<file path="src/rtl/spiker_adapter_reg_pkg.sv">
// Register-file types shared by the spiker adapter: reg2hw view of the spike input
// words plus the start/err_clear strobes, and the reader FSM state encoding.
package spiker_adapter_reg_pkg;

    localparam int SPK_WIDTH    = 32;
    localparam int SPK_N_SPIKES = 784;
    localparam int SPK_N_IN_REG = 25;
    localparam int SPK_DATA_W   = 800;

    typedef struct packed {
        logic [SPK_WIDTH-1:0] q;
        logic                 qe;
    } reg2hw_spikes_input_reg_t;

    typedef struct packed {
        logic q;
        logic qe;
    } reg2hw_start_reg_t;

    typedef struct packed {
        logic q;
        logic qe;
    } reg2hw_err_clear_reg_t;

    typedef struct packed {
        reg2hw_spikes_input_reg_t [SPK_N_IN_REG-1:0] spikes_input;
        reg2hw_start_reg_t                           start;
        reg2hw_err_clear_reg_t                       err_clear;
    } reg2hw_t;

    typedef enum logic [1:0] {
        RD_IDLE,
        RD_LOAD,
        RD_SEND
    } spiker_rd_state_e;

endpackage

</file>
<file path="src/rtl/spiker_word_stager.sv">
// Staging registers for the software-written spike words, with a written-word mask
// that tracks which words are fresh since the last snapshot.
module spiker_word_stager #(
    parameter int WIDTH = 32,
    parameter int N_REG = 25,
    parameter int CNT_W = $clog2(N_REG + 1)
) (
    input  logic                        clk,
    input  logic                        rst,
    input  logic [N_REG-1:0]            word_we,
    input  logic [N_REG-1:0][WIDTH-1:0] word_data,
    input  logic                        load,
    output logic [N_REG-1:0][WIDTH-1:0] staging,
    output logic                        mask_full_next,
    output logic [CNT_W-1:0]            words_pending
);

    logic [N_REG-1:0] mask;
    logic [N_REG-1:0] mask_next;
    logic [CNT_W-1:0] written_cnt;

    assign mask_next      = mask | word_we;
    assign mask_full_next = &mask_next;

    always_ff @(posedge clk) begin
        if (rst) begin
            staging <= '0;
            mask    <= '0;
        end else begin
            for (int i = 0; i < N_REG; i++) begin
                if (word_we[i]) staging[i] <= word_data[i];
            end
            // A snapshot consumes the mask, but words landing in the same cycle
            // belong to the next vector and must stay marked.
            mask <= load ? word_we : mask_next;
        end
    end

    always_comb begin
        written_cnt = '0;
        for (int i = 0; i < N_REG; i++) begin
            written_cnt = written_cnt + CNT_W'(mask[i]);
        end
    end

    assign words_pending = CNT_W'(N_REG) - written_cnt;

endmodule

</file>
<file path="src/rtl/spiker_reader.sv">
// Assembles the staged spike words into one core input vector and hands it to the
// spiker core over valid/ready; reports progress and sticky errors for hw2reg.
module spiker_reader
    import spiker_adapter_reg_pkg::*;
#(
    parameter int WIDTH      = SPK_WIDTH,
    parameter int N_SPIKES   = SPK_N_SPIKES,
    parameter int N_REG      = SPK_N_IN_REG,
    parameter int DATA_WIDTH = SPK_DATA_W
) (
    input  logic                       clk_i,
    input  logic                       rst_i,
    input  reg2hw_t                    reg_file_to_ip,
    output logic [DATA_WIDTH-1:0]      data_in_o,
    output logic                       data_valid_o,
    input  logic                       core_ready_i,
    output logic                       busy_o,
    output logic [$clog2(N_REG+1)-1:0] words_pending_o,
    output logic                       err_incomplete_o,
    output logic                       err_overrun_o
);

    localparam int CNT_W = $clog2(N_REG + 1);

    spiker_rd_state_e              state;
    logic [N_REG-1:0]              word_we;
    logic [N_REG-1:0][WIDTH-1:0]   word_data;
    logic [N_REG-1:0][WIDTH-1:0]   staging;
    logic [N_REG*WIDTH-1:0]        staging_flat;
    logic [DATA_WIDTH-1:0]         shadow_d;
    logic [DATA_WIDTH-1:0]         shadow;
    logic                          mask_full_next;
    logic                          start_pulse;
    logic                          clear_pulse;
    logic                          set_incomplete;
    logic                          set_overrun;

    for (genvar i = 0; i < N_REG; i++) begin : g_unpack
        assign word_we[i]   = reg_file_to_ip.spikes_input[i].qe;
        assign word_data[i] = reg_file_to_ip.spikes_input[i].q;
    end

    spiker_word_stager #(
        .WIDTH (WIDTH),
        .N_REG (N_REG),
        .CNT_W (CNT_W)
    ) u_stager (
        .clk            (clk_i),
        .rst            (rst_i),
        .word_we        (word_we),
        .word_data      (word_data),
        .load           (state == RD_LOAD),
        .staging        (staging),
        .mask_full_next (mask_full_next),
        .words_pending  (words_pending_o)
    );

    assign staging_flat = staging;

    // Padding bits past the last real spike are never forwarded to the core.
    for (genvar b = 0; b < DATA_WIDTH; b++) begin : g_shadow
        if (b < N_SPIKES) begin : g_spk
            assign shadow_d[b] = staging_flat[b];
        end else begin : g_pad
            assign shadow_d[b] = 1'b0;
        end
    end

    assign start_pulse    = reg_file_to_ip.start.qe && reg_file_to_ip.start.q;
    assign clear_pulse    = reg_file_to_ip.err_clear.qe && reg_file_to_ip.err_clear.q;
    assign set_incomplete = start_pulse && (state == RD_IDLE) && !mask_full_next;
    assign set_overrun    = start_pulse && (state != RD_IDLE);

    always_ff @(posedge clk_i) begin
        if (rst_i) begin
            state            <= RD_IDLE;
            shadow           <= '0;
            data_valid_o     <= 1'b0;
            busy_o           <= 1'b0;
            err_incomplete_o <= 1'b0;
            err_overrun_o    <= 1'b0;
        end else begin
            // Setting events take priority over a same-cycle clear.
            err_incomplete_o <= set_incomplete || (err_incomplete_o && !clear_pulse);
            err_overrun_o    <= set_overrun || (err_overrun_o && !clear_pulse);
            case (state)
                RD_IDLE: begin
                    if (start_pulse && mask_full_next) begin
                        state  <= RD_LOAD;
                        busy_o <= 1'b1;
                    end
                end
                RD_LOAD: begin
                    shadow       <= shadow_d;
                    state        <= RD_SEND;
                    data_valid_o <= 1'b1;
                end
                RD_SEND: begin
                    if (core_ready_i) begin
                        state        <= RD_IDLE;
                        data_valid_o <= 1'b0;
                        busy_o       <= 1'b0;
                    end
                end
                default: begin
                    state        <= RD_IDLE;
                    data_valid_o <= 1'b0;
                    busy_o       <= 1'b0;
                end
            endcase
        end
    end

    assign data_in_o = shadow;

endmodule
</file>
<file path="config.mk">
export PLATFORM = sky130hd
export DESIGN_NAME = spiker_reader
export DESIGN_NICKNAME = d
export VERILOG_FILES = /design/src/rtl/spiker_adapter_reg_pkg.sv /design/src/rtl/spiker_word_stager.sv /design/src/rtl/spiker_reader.sv
export SDC_FILE = /design/constraint.sdc
export NUM_CORES = 2
export LEC_CHECK = 0
export BUFFER_PORTS_ARGS = -buffer_cell sky130_fd_sc_hd__buf_2
export CAP_MARGIN = 40
export CORE_AREA = 2 2 631 633
export DETAILED_ROUTE_END_ITERATION = 8
export DIE_AREA = 0 0 633 635
export GPL_TIMING_DRIVEN = 0
export SYNTH_ARGS = -nofsm -noshare
export SYNTH_HDL_FRONTEND = slang
export SYNTH_HIERARCHICAL = 1
export SYNTH_SLANG_ARGS = --single-unit
</file>
<file path="constraint.sdc">
create_clock -name clk_i -period 9.01 [get_ports clk_i]
set_input_delay 1.3515 -clock clk_i [delete_from_list [all_inputs] [get_ports clk_i]]
set_output_delay 1.3515 -clock clk_i [all_outputs]
set_load 0.005 [all_outputs]
</file>
## After elaboration in Yosys (flattened, before gate mapping)

Cells that the tools add are included.

- Bits of input ports: 832
- Register bits: 1599
- Word-level logic and storage cells: 90

- Add/sub/neg operators: 25
- Eq/ne operators: 4
- Mux-type cells: 8
- Reductions and logical operators: 18
- Bitwise operators: 3

Operator list:

| kind | count |
|---|---|
| adder 5 x 1 -> 5 bit | 23 |
| two-way mux 25 bit | 1 |
| bitwise OR 25 bit | 1 |
| AND reduction 25 bit | 1 |
| logical AND 1 bit | 8 |
| case mux 1 bit (3 select lines) | 2 |
| case mux 2 bit (3 select lines) | 1 |
| subtractor 5 bit (first input constant) | 1 |
| two-way mux 2 bit | 2 |
| AND reduction 2 bit | 2 |
| AND reduction 3 bit | 1 |
| adder 1 x 1 -> 2 bit | 1 |
| equality test 2 x 1 -> 1 bit (second input constant) | 1 |
| equality test 2 bit (second input constant) | 1 |
| zero test 1 bit | 2 |
| zero test 2 bit | 1 |
| logical OR 1 bit | 2 |
| two-way mux 1 bit | 2 |
| != test 2 x 1 -> 1 bit (second input constant) | 1 |
| != test 2 bit (second input constant) | 1 |
| inverter 1 bit | 2 |
| nonzero test 2 bit | 1 |

## Longest topological paths before layout

- Depth in word-level cells: 25
- Depth in mapped cells: 17
- Mapped depth without buffers: 17

## Cells and area by module

Netlist, hierarchy kept.

By module, submodules not included:

| module | area each (µm²) | instances | sequential area each (µm²) | cells an instance |
|---|---|---|---|---|
| spiker_word_stager | 29634.7 | 1 | 16515.8 | 2779 |
| spiker_reader | 27167.3 | 1 | 15815.2 | 3440 |

## Worst setup path before layout

Ideal clock, no wire load.

- Path kind: register -> output
- Start point: register u_stager.mask[7]
- End point: output words_pending_o[4]
- Cell stages (with the launch flop): 15
- Data required time: 7658 ps
- Path slack: 3525 ps
- Arrival: 4134 ps
- Path through: dfxtp_1 inv_1 fa_1 inv_1 ha_1 inv_1 fa_1 fa_1 fa_1 fa_1 inv_1 fa_1 inv_1 fa_1 xnor2_1

- Longest elaborated chain between the ends: 19

Ends and longest elaborated chain:

| item | line | RTL |
|---|---|---|
| start, declared | spiker_word_stager.sv:18 | `logic [N_REG-1:0] mask;` |
| start signal, assigned | spiker_word_stager.sv:35 | `mask <= load ? word_we : mask_next;` |
| adder 5 x 1 -> 5 bit (18 in series) | spiker_word_stager.sv:42 | `written_cnt = written_cnt + CNT_W'(mask[i]);` |
| subtractor 5 bit | spiker_word_stager.sv:46 | `assign words_pending = CNT_W'(N_REG) - written_cnt;` |
| end, declared | spiker_reader.sv:18 | `output logic [$clog2(N_REG+1)-1:0] words_pending_o,` |

No other way between the ends.

## Worst setup path in the final report

Same ends and word-level chain as after synthesis.

==> flow_metrics.py <==
metrics = {
    "pwr": {
        "power_frac_clock_pct": 47.3,
        "power.switching_uw": 4660,
        "power.density_nw_per_um2": 222,
        "power_uw": 17300,
        "combPwrFrac_pct": 9.6,
        "vdd_drop_max_v": 0.000188,
        "swShare_pct": 27.0,
        "seqPwrFrac_pct": 43.1,
        "p_leak_uw": 0.0336,
        "p_int_uw": 12600,
    },
    "sta": {
        "max_freq_ghz": 0.143,
        "fin_tns_setup_ns": 0,
        "period_share_pct": 77.5,
        "setup_viol": 0,
        "maxSlewViolCount": 0,
        "tightest_slew_ns": 0.990,
        "holdWs_ns": 0.398,
        "relSlewSlack_pct": 34.0,
        "hold_viol": 0,
        "skew_ns": 0.0927,
        "grt_setup_unrepaired": "false",
        "min_period_ns": 6.99,
    },
    "floorplan": {
        "dieArea_um2": 402000,
        "die_w_um": 633,
        "pin_count": 1641,
        "core_um2": 395000,
        "start_util_pct": 14.3,
        "die_h_um": 635,
        "num_rows": 231,
    },
    "critical_path": {
        "r2r_end": "data_in_o[293]",
        "cp_common_cell": "fa_1",
        "path_cells": "inv_1 > fa_1 > inv_1 > ha_1 > inv_1 > fa_1 > fa_1 > fa_1 > fa_1 > inv_1 > fa_1 > inv_1 > fa_1 > xnor2_1 > buf_2",
        "start_kind": "flop",
        "crit_path_top_delay_cell": "fa_1",
        "path_max_fanout": 3,
        "required_ns": 7.66,
        "critical_path.startpoint": "u_stager/mask[7]",
        "end_kind": "output pin",
        "cpPeakStageDelay_ns": 0.53,
        "rrSetupSlack_ns": 6.61,
        "r2r_cells": 6,
        "rr_startpoint": "state[1]",
        "arrival_ns": 5.63,
        "critical_path_class": "flop to output pin",
    },
    "clock_tree": {
        "clock_latency_ns": 0.91,
        "cts_htree_levels": 4,
        "cts-hold-fix-buffers": 0,
        "cts_tree": "built",
        "clk_pin_slew_worst_paths_ns": 0.06,
        "cts_made_buffers": 190,
        "clk_path_buf_depth": 4,
        "cts_resized": 0,
        "cts-root-buf": "clkbuf_16",
        "numClockSinks": 1599,
        "post-cts-setup-buffer-count": 0,
    },
    "drt": {
        "drt-initial-drc-count": 4601,
        "firstDrtPassIters": 6,
        "routed-via-count": 52200,
        "via_per_inst": 3.84,
        "ant_nets": 0,
        "routed_wirelength_um": 388000,
        "routedWlPerCell_um": 28.6,
        "drc": 0,
    },
    "yosys": {
        "syn_area_um2": 56300,
        "yosysWarnings": 6,
        "avgSynthCellArea_um2": 9.12,
        "synthCells": 6171,
    },
    "layout": {
        "drive_gt1_share_pct": 27.6,
        "seq_area_um2": 32000,
        "multi_input_area_um2": 21700,
        "area_growth_pct": 38.7,
        "nets": 8839,
        "fillCellCount": 44300,
    },
    "min_path": {
        "hp-class": "flop to flop",
        "whs_endpoint": "data_in_o[139]",
        "hold_path_depth": 2,
        "min_from": "u_stager/staging[139]",
    },
    "grt": {
        "grt_pass1_wl_um": 488000,
        "overflow": 0,
        "grt_use_total_pct": 18.5,
        "grt_pass1_vias": 47800,
        "antenna_found_initial": 340,
        "grt_max_degree": 16,
    },
    "placement": {
        "numPortBuffers": 1582,
        "dp_hpwl_um": 333000,
        "gp_congestion": 0.955,
    },
    "status": {
        "status": "finished clean",
    },
    "run": {
        "cap_violations": 0,
    },
}
cells in the final DEF (no fill, tap or decap), types with 2 or more instances in the layout:
| cell | n |
|---|---|
| a21oi_1 | 811 |
| buf_1 | 28 |
| buf_12 | 3 |
| buf_16 | 3 |
| buf_2 | 1842 |
| buf_4 | 76 |
| buf_6 | 3 |
| buf_8 | 2 |
| bufinv_16 | 20 |
| clkbuf_1 | 142 |
| clkbuf_16 | 192 |
| clkbuf_2 | 3 |
| clkbuf_8 | 28 |
| clkinv_16 | 4 |
| clkinv_2 | 30 |
| clkinv_4 | 6 |
| clkinvlp_4 | 9 |
| conb_1 | 16 |
| dfxtp_1 | 1599 |
| diode_2 | 220 |
| fa_1 | 19 |
| ha_1 | 18 |
| inv_1 | 49 |
| inv_16 | 4 |
| inv_2 | 2 |
| inv_6 | 7 |
| mux2i_1 | 784 |
| nand2_1 | 1572 |
| nand2b_1 | 2 |
| nor2_1 | 817 |
| o21a_1 | 2 |
| o22ai_1 | 12 |
per-stage QoR:
stage	utilization (%)	area [um^2]	setup slack (ns)	cells
global placement	17.9	70800	2.95	13000
CTS	19.6	77500	1.92	13400
finish	19.8	78000	2.02	13600
detailed placement	18.0	71000	2.95	13000
global route	19.7	77800	1.77	13500
floorplan	-	56300	3.52	6186
worst max-delay path: cells and delay by family (launching register included):
family	cells	cell delay [ns]
buffers and inverters	6	0.63
XOR/XNOR	1	0.26
flip-flops	1	0.39
adder cells (fa/ha/maj)	8	3.47
state kept, by name, indices dropped and copies added, names as in the netlist:
signal            cells
state                 2
u_stager/staging    784
u_stager/mask        25
data_in_o           784
err_overrun_o         1
data_valid_o          1
busy_o                1
err_incomplete_o      1
cell type report:
cell class / count / area share (%)
Sequential cell: 1599 / 41.0
Multi-Input combinational cell: 4064 / 27.8
Timing Repair Buffer: 1592 / 10.4
Tap cell: 5242 / 8.40
Clock buffer: 258 / 6.83
Buffer: 472 / 3.07
Clock inverter: 82 / 1.49
Antenna cell: 220 / 0.705
Inverter: 51 / 0.245
metal layers:
layer | up-vias | track usage, % | part of all wire [%]
met4 | 130 | 8.55 | 5.4
met2 | 2617 | 31.4 | 48
li1 | 23900 | - | -
met5 | - | 0 | 0.23
met1 | 24700 | 19.6 | 35
met3 | 804 | 8.00 | 12
power groups by stage:
| stage | registers [uW] | logic (uW) | clock network, uW |
|---|---|---|---|
| final | 7450 | 1660 | 8180 |
| after global placement | 7600 | 1590 | 0 |
| after detailed placement | 7600 | 1620 | 0 |
| after CTS | 7450 | 1620 | 8380 |
| after floorplan | 7520 | 734 | 0 |
| after global routing | 7460 | 1760 | 8620 |
how the worst max path moves through the flow:
stage | end | slack (ns) | depth (start not counted)
2_1_floorplan | words_pending_o[4] | 3.52 | 14
3_3_place_gp | words_pending_o[4] | 2.95 | 15
3_5_place_dp | words_pending_o[4] | 2.95 | 15
4_1_cts | words_pending_o[4] | 1.92 | 15
5_1_grt | words_pending_o[4] | 1.77 | 16
6_report | words_pending_o[4] | 2.02 | 15
Power figures use the tool's default switching activity.
